<file path="src/rtl/fp_mul_pkg.sv">
// Shared definitions for the 16-bit floating-point multiply sequencer:
// state encoding, default format parameters and operand field positions.
package fp_mul_pkg;

  // Default format: 1 sign bit, 8-bit exponent, 7-bit stored mantissa
  localparam int DEF_EXP_W = 8;
  localparam int DEF_MAN_W = 7;
  localparam int DEF_BIAS  = 127;

  // Operand field positions within the packed 16-bit word
  localparam int SIGN_BIT = 15;
  localparam int EXP_MSB  = 14;
  localparam int EXP_LSB  = 7;

  // State encoding
  localparam logic [1:0] IDLE = 2'd0;
  localparam logic [1:0] MUL  = 2'd1;
  localparam logic [1:0] NORM = 2'd2;
  localparam logic [1:0] DONE = 2'd3;

  typedef enum logic [1:0] {
    ST_IDLE = IDLE,
    ST_MUL  = MUL,
    ST_NORM = NORM,
    ST_DONE = DONE
  } state_t;

  // True when an operand has both a zero exponent and a zero mantissa
  function automatic logic is_zero_operand(input logic [SIGN_BIT:0] v);
    return (v[EXP_MSB:0] == '0);
  endfunction

endpackage

</file>
<file path="src/rtl/shift_add_mul_core.sv">
// Iterative shift-add mantissa multiplier. A start pulse loads both
// mantissas (implicit 1 already attached) and clears the product; the core
// then retires one multiplier bit per cycle for MAN_W+1 cycles. 'done' is
// high during the final iteration so the controller can leave on that edge.
module shift_add_mul_core #(
  parameter int MAN_W = 7
) (
  input  logic               clk,
  input  logic               rst,
  input  logic               start,
  input  logic [MAN_W:0]     a,
  input  logic [MAN_W:0]     b,
  output logic               done,
  output logic [2*MAN_W+1:0] p
);

  localparam int N     = MAN_W + 1;
  localparam int PW    = 2 * N;
  localparam int CNT_W = (N > 1) ? $clog2(N) : 1;
  localparam logic [CNT_W-1:0] LAST = CNT_W'(MAN_W);

  logic [N-1:0]     a_q;
  logic [N-1:0]     b_q;
  logic [PW-1:0]    p_q;
  logic [CNT_W-1:0] cnt_q;
  logic             run_q;

  assign done = run_q && (cnt_q == LAST);
  assign p    = p_q;

  // Load operands on start, then add the shifted multiplicand for each set
  // multiplier bit, consuming the multiplier LSB-first
  always_ff @(posedge clk or posedge rst) begin
    if (rst) begin
      a_q   <= '0;
      b_q   <= '0;
      p_q   <= '0;
      cnt_q <= '0;
      run_q <= 1'b0;
    end else if (start) begin
      a_q   <= a;
      b_q   <= b;
      p_q   <= '0;
      cnt_q <= '0;
      run_q <= 1'b1;
    end else if (run_q) begin
      if (b_q[0]) begin
        p_q <= p_q + ({{N{1'b0}}, a_q} << cnt_q);
      end
      b_q   <= b_q >> 1;
      cnt_q <= cnt_q + CNT_W'(1);
      if (done) begin
        run_q <= 1'b0;
      end
    end
  end

endmodule

</file>
<file path="src/rtl/fp_mul_sequencer.sv">
// Sequencing controller for a 16-bit floating-point multiply. Accepts an
// operand pair over valid/ready, runs the shift-add mantissa multiply,
// normalises, applies the exponent bias and holds the packed result until
// the consumer takes it.
// Optional build macro FP_MUL_ZERO_BYPASS_EN: an operand with zero exponent
// and zero mantissa short-circuits straight to a signed zero result.
module fp_mul_sequencer
  import fp_mul_pkg::*;
#(
  parameter int EXP_W = DEF_EXP_W,
  parameter int MAN_W = DEF_MAN_W,
  parameter int BIAS  = DEF_BIAS
) (
  input  logic              clk,
  input  logic              rst,
  input  logic              in_valid,
  output logic              in_ready,
  input  logic [SIGN_BIT:0] x,
  input  logic [SIGN_BIT:0] y,
  output logic              out_valid,
  input  logic              out_ready,
  output logic [SIGN_BIT:0] z,
  output logic              ovf,
  output logic              unf,
  output logic              busy
);

  localparam int N   = MAN_W + 1;
  localparam int PW  = 2 * N;
  localparam int E_W = EXP_W + 2;
  localparam logic signed [E_W-1:0] E_MAX  = E_W'((1 << EXP_W) - 1);
  localparam logic signed [E_W-1:0] E_ZERO = '0;

  state_t state_q, state_d;

  logic                  sign_q;
  logic signed [E_W-1:0] expsum_q;
  logic                  sign_in;
  logic signed [E_W-1:0] expsum_in;

  logic [SIGN_BIT:0] z_q, z_d;
  logic              ovf_q, ovf_d;
  logic              unf_q, unf_d;
  logic              out_valid_q, out_valid_d;

  logic              core_start;
  logic              core_done;
  logic [PW-1:0]     prod;

  logic signed [E_W-1:0] e_norm;
  logic [MAN_W-1:0]      man_norm;
  logic                  ovf_det;
  logic                  unf_det;
  logic                  unused_prod_bits;

`ifdef FP_MUL_ZERO_BYPASS_EN
  logic zero_op;
  assign zero_op = is_zero_operand(x) || is_zero_operand(y);
`endif

  assign sign_in   = x[SIGN_BIT] ^ y[SIGN_BIT];
  assign expsum_in = E_W'(x[EXP_MSB:EXP_LSB]) + E_W'(y[EXP_MSB:EXP_LSB]);

  assign in_ready  = (state_q == ST_IDLE);
  assign busy      = (state_q != ST_IDLE);
  assign out_valid = out_valid_q;
  assign z         = z_q;
  assign ovf       = ovf_q;
  assign unf       = unf_q;

  shift_add_mul_core #(
    .MAN_W(MAN_W)
  ) u_core (
    .clk   (clk),
    .rst   (rst),
    .start (core_start),
    .a     ({1'b1, x[MAN_W-1:0]}),
    .b     ({1'b1, y[MAN_W-1:0]}),
    .done  (core_done),
    .p     (prod)
  );

  // A product of two [1,2) mantissas lies in [1,4); the top bit picks which
  // window holds the fraction and whether the exponent gains one
  assign e_norm   = expsum_q - E_W'(BIAS) + E_W'(prod[PW-1]);
  assign man_norm = prod[PW-1] ? prod[PW-2 -: MAN_W] : prod[PW-3 -: MAN_W];
  assign ovf_det  = (e_norm >= E_MAX);
  assign unf_det  = (e_norm <= E_ZERO);

  // Bits below the kept mantissa are simply truncated
  assign unused_prod_bits = ^prod[PW-MAN_W-3:0];

  // State register
  always_ff @(posedge clk or posedge rst) begin
    if (rst) begin
      state_q <= ST_IDLE;
    end else begin
      state_q <= state_d;
    end
  end

  // Capture result sign and raw exponent sum when an operand pair is taken
  always_ff @(posedge clk or posedge rst) begin
    if (rst) begin
      sign_q   <= 1'b0;
      expsum_q <= '0;
    end else if (state_q == ST_IDLE && in_valid) begin
      sign_q   <= sign_in;
      expsum_q <= expsum_in;
    end
  end

  // Result registers, held stable while waiting for the consumer
  always_ff @(posedge clk or posedge rst) begin
    if (rst) begin
      z_q         <= '0;
      ovf_q       <= 1'b0;
      unf_q       <= 1'b0;
      out_valid_q <= 1'b0;
    end else begin
      z_q         <= z_d;
      ovf_q       <= ovf_d;
      unf_q       <= unf_d;
      out_valid_q <= out_valid_d;
    end
  end

  // Next-state, multiplier start and result packing
  always_comb begin
    state_d     = state_q;
    z_d         = z_q;
    ovf_d       = ovf_q;
    unf_d       = unf_q;
    out_valid_d = out_valid_q;
    core_start  = 1'b0;
    unique case (state_q)
      ST_IDLE: begin
        if (in_valid) begin
`ifdef FP_MUL_ZERO_BYPASS_EN
          if (zero_op) begin
            z_d         = {sign_in, {(EXP_W + MAN_W){1'b0}}};
            ovf_d       = 1'b0;
            unf_d       = 1'b0;
            out_valid_d = 1'b1;
            state_d     = ST_DONE;
          end else begin
            core_start = 1'b1;
            state_d    = ST_MUL;
          end
`else
          core_start = 1'b1;
          state_d    = ST_MUL;
`endif
        end
      end
      ST_MUL: begin
        if (core_done) begin
          state_d = ST_NORM;
        end
      end
      ST_NORM: begin
        if (ovf_det) begin
          z_d   = {sign_q, {EXP_W{1'b1}}, {MAN_W{1'b0}}};
          ovf_d = 1'b1;
          unf_d = 1'b0;
        end else if (unf_det) begin
          z_d   = {sign_q, {(EXP_W + MAN_W){1'b0}}};
          ovf_d = 1'b0;
          unf_d = 1'b1;
        end else begin
          z_d   = {sign_q, e_norm[EXP_W-1:0], man_norm};
          ovf_d = 1'b0;
          unf_d = 1'b0;
        end
        out_valid_d = 1'b1;
        state_d     = ST_DONE;
      end
      ST_DONE: begin
        if (out_ready) begin
          out_valid_d = 1'b0;
          state_d     = ST_IDLE;
        end
      end
      default: begin
        state_d = ST_IDLE;
      end
    endcase
  end

endmodule

</file>
<file path="config.mk">
export PLATFORM = sky130hd
export DESIGN_NAME = fp_mul_sequencer
export DESIGN_NICKNAME = d
export VERILOG_FILES = /design/src/rtl/fp_mul_pkg.sv /design/src/rtl/shift_add_mul_core.sv /design/src/rtl/fp_mul_sequencer.sv
export SDC_FILE = /design/constraint.sdc
export NUM_CORES = 1
export LEC_CHECK = 0
export ABC_AREA = 1
export CORE_MARGIN = 4
export CORE_UTILIZATION = 40
export DETAILED_ROUTE_END_ITERATION = 6
export PLACE_DENSITY_LB_ADDON = 0.15
export SYNTH_ARGS = -nofsm -noshare
export SYNTH_HDL_FRONTEND = slang
export SYNTH_HIERARCHICAL = 1
export SYNTH_SLANG_ARGS = --single-unit
</file>
<file path="constraint.sdc">
create_clock -name clk -period 3.3 [get_ports clk]
set_input_delay 0.66 -clock clk [delete_from_list [all_inputs] [get_ports clk]]
set_output_delay 0.66 -clock clk [all_outputs]
set_load 0.02 [all_outputs]
</file>
==> flow_summary.ini <==
[pwr]
p_sw_share_pct = 48.0
powerDensity_nw_per_um2 = 967
pwr-share-seq_pct = 27.3
ir_worst_vdd_v = 0.000413
p_total_mw = 5.48
p_sw_mw = 2.63
pwr-share-comb_pct = 55.3
clkPwrFrac_pct = 17.4
internal-power_mw = 2.84
p_leak_nw = 2.93

[floorplan]
row_count = 39
die_w_um = 116
die_y_um = 116
core_area_um2 = 11400
dieArea_um2 = 13500
initial_core_util_pct = 41.0
io_pins = 57

[global_routing]
grt_max_degree = 37
grt_pass1_vias = 4151
grt_usage_pct = 17.9
grt_pass1_wl_mm = 19.4
grt_overflow = 0
antenna_found_initial = 0

[clock_tree]
clk_path_buf_depth = 2
cts.hold.buffers_added = 0
clkSinkCount = 67
ctsResizeCount = 0
post-cts-setup-buffer-count = 0
cts_buffers = 9
clkLatencyLatePin_ps = 330
clkTransAtPathRegs_ps = 60
cts_root_buffer = clkbuf_16
cts-htree-levels = 3
cts_tree = built

[synth]
synth_area_leaders = dfrtp_1 (36%), nand2_1 (19%), ha_1 (8.3%)
syn_area_per_cell_um2 = 7.05
ys.flop_type = dfrtp_1
synth-seq-cells = 67
async_flop_share_pct = 100
syn_inst = 664
ys_seq_area_share_pct = 35.8
synth_edf_count = 0
synth_top_area_share_pct = 35.8
ys_types = 38
ys_warn_count = 6
syn_area_um2 = 4680
synth_largest_area_cell = dfrtp_1

[hold_path]
min_path_type = flip-flop to flip-flop
worstHoldStart = z[15]$_DFFE_PP0P_

[critical_path]
regToRegStartpoint = u_core/cnt_q[1]$_DFFE_PP0P_
slowest_delay_ps = 550
crit_arrival_ps = 2830
r2r_slack_ps = 680
critPathLaunchType = flip-flop
path_cells = clkinv_1 -> o21ai_1 -> o21ai_1 -> ha_1 -> nand2_1 -> inv_1 -> a21oi_1 -> nand2_1 -> o21ai_0 -> nand2_1
critPathRequiredTime_ps = 3510
crit_fanout = 13
end_kind = flip-flop
critPathSlowestCell = dfrtp_1
crit_top_cell = nand2_1
startpoint = u_core/cnt_q[1]$_DFFE_PP0P_
path_class = flip-flop to flip-flop

[sta]
hold_viol = 0
setup_viol = 0
tightestPinTransition_ps = 603
rsz0062_at_grt = false
fin_skew_ps = 7.85
fin_crit_ps = 2620
finalCritPeriodShare_pct = 79.3
fmax_mhz = 382
finalWorstSetupSlack_ps = 683
slew_violations = 0
fin_tns_setup_ps = 0
slew_headroom_pct = 59.7

[placed_design]
pre_cts_ws_ps = 670
gp_congestion = 0.908
port_buffers = 56
dp.cells = 854
dpl_cell_area_um2 = 5380
hpwl_mm = 8.69

[layout]
final_area_um2 = 5660
drive_gt1_share_pct = 8.40
nets = 791
areaGrowthSynthToFinish_pct = 20.9
diodes = 0
final_common_cell = nand2_1
layout_common_cells = nand2_1 (235), inv_1 (76), dfrtp_1 (67)
fin_cells = 869

[route]
vias_per_cell = 4.94
drtPass1Iterations = 5
wl_mm = 11.3
drc = 0
first_iter_violations = 324
drtAntennaViolNets = 0
wl_per_cell_um = 13.0
vias = 4292

[flow_run]
drv_cap = 0

[run_status]
status = finished clean
==> layout make-up <==
cell class,count,area (µm²)
multi-input combinational,493,2580
inverter,90,338
timing repair buffer,61,598
tap,143,179
clock buffer,10,229
sequential,67,1680
clock inverter,5,55.1
fill,1166,5760
==> metal layers <==
| metal | track usage, % | vias up | share of wire (%) |
|---|---|---|---|
| li1 | - | 2228 | - |
| met1 | 25.2 | 1956 | 48 |
| met2 | 28.0 | 93 | 46 |
| met3 | 3.58 | 15 | 4.1 |
| met4 | 5.49 | 0 | 1.4 |
| met5 | 0 | - | 0 |
==> path summary, 6_finish.rpt <==
kind | cells past startpoint | end
max | 10 | u_core/p[6]$_DFFE_PP0P_
min | 2 | z[15]$_DFFE_PP0P_
max reg2reg | 10 | u_core/p[6]$_DFFE_PP0P_
min reg2reg | 2 | z[15]$_DFFE_PP0P_
max in group asynchronous | 3 | z[2]$_DFFE_PP0P_
min in group asynchronous | 2 | z[15]$_DFFE_PP0P_
==> critical path: cells and delay by family, from the launching register on <==
family          cells  cell delay [ps]
simple gates        3              340
flops               1              550
compound gates      4              800
fa+ha+maj           1              370
buf+inv             2              410
==> cells in the mapped netlist (2+ instances only) <==
cell type and instances:
inv_1 76, and2_1 3, fa_1 2, o22ai_1 3, inv_2 12, nand4_1 7
ha_1 31, nor3_2 2, nor3_1 2, mux2i_1 11, buf_6 3, xnor2_1 3
dfrtp_1 67, xor2_1 2, o21ai_1 15, nand2_1 235, nor2_2 7, a21oi_1 23
nand3b_1 2, nand2_4 2, nor2_1 39, nand3_1 47, o21ai_2 3, nand3_2 2
clkbuf_1 7, o21ai_0 30, a21oi_2 3, nand2_2 10, o211ai_1 3, clkinv_1 2
buf_2 3
==> logic make-up after synthesis <==
kind of cell	count (synthesis)	share of synthesized area [%]
simple gates	358	32.5
buf+inv	105	9.06
compound gates	84	10.2
flops	67	35.8
fa+ha+maj	33	9.14
mux	11	2.35
xor+xnor	5	0.935
other cells	1	0.0801
==> flip-flops by register name, indices dropped and copies added (netlist names) <==
register / cells
out_valid: 1
z: 16
ovf: 1
u_core/cnt_q: 3
state_q: 2
u_core/a_q: 8
u_core/p: 16
u_core/b_q: 8
u_core/run_q: 1
sign_q: 1
expsum_q: 9
unf: 1
==> metrics by stage <==
stage               util (%)  hold WS [ps]
floorplan                  -           449
detailed placement      47.1           463
global placement        47.1           457
global route            49.6           500
CTS                     49.6           477
finish                  49.6           472
==> power groups by stage <==
stage	clock (mW)	combinational (mW)	sequential (mW)
3_3_place_gp	0	2.98	1.50
3_5_place_dp	0	3.02	1.51
5_1_grt	1.01	3.44	1.56
2_1_floorplan	0	2.16	1.52
6_report	0.954	3.03	1.49
4_1_cts	0.970	3.04	1.50
Power figures use the tool's default switching activity.
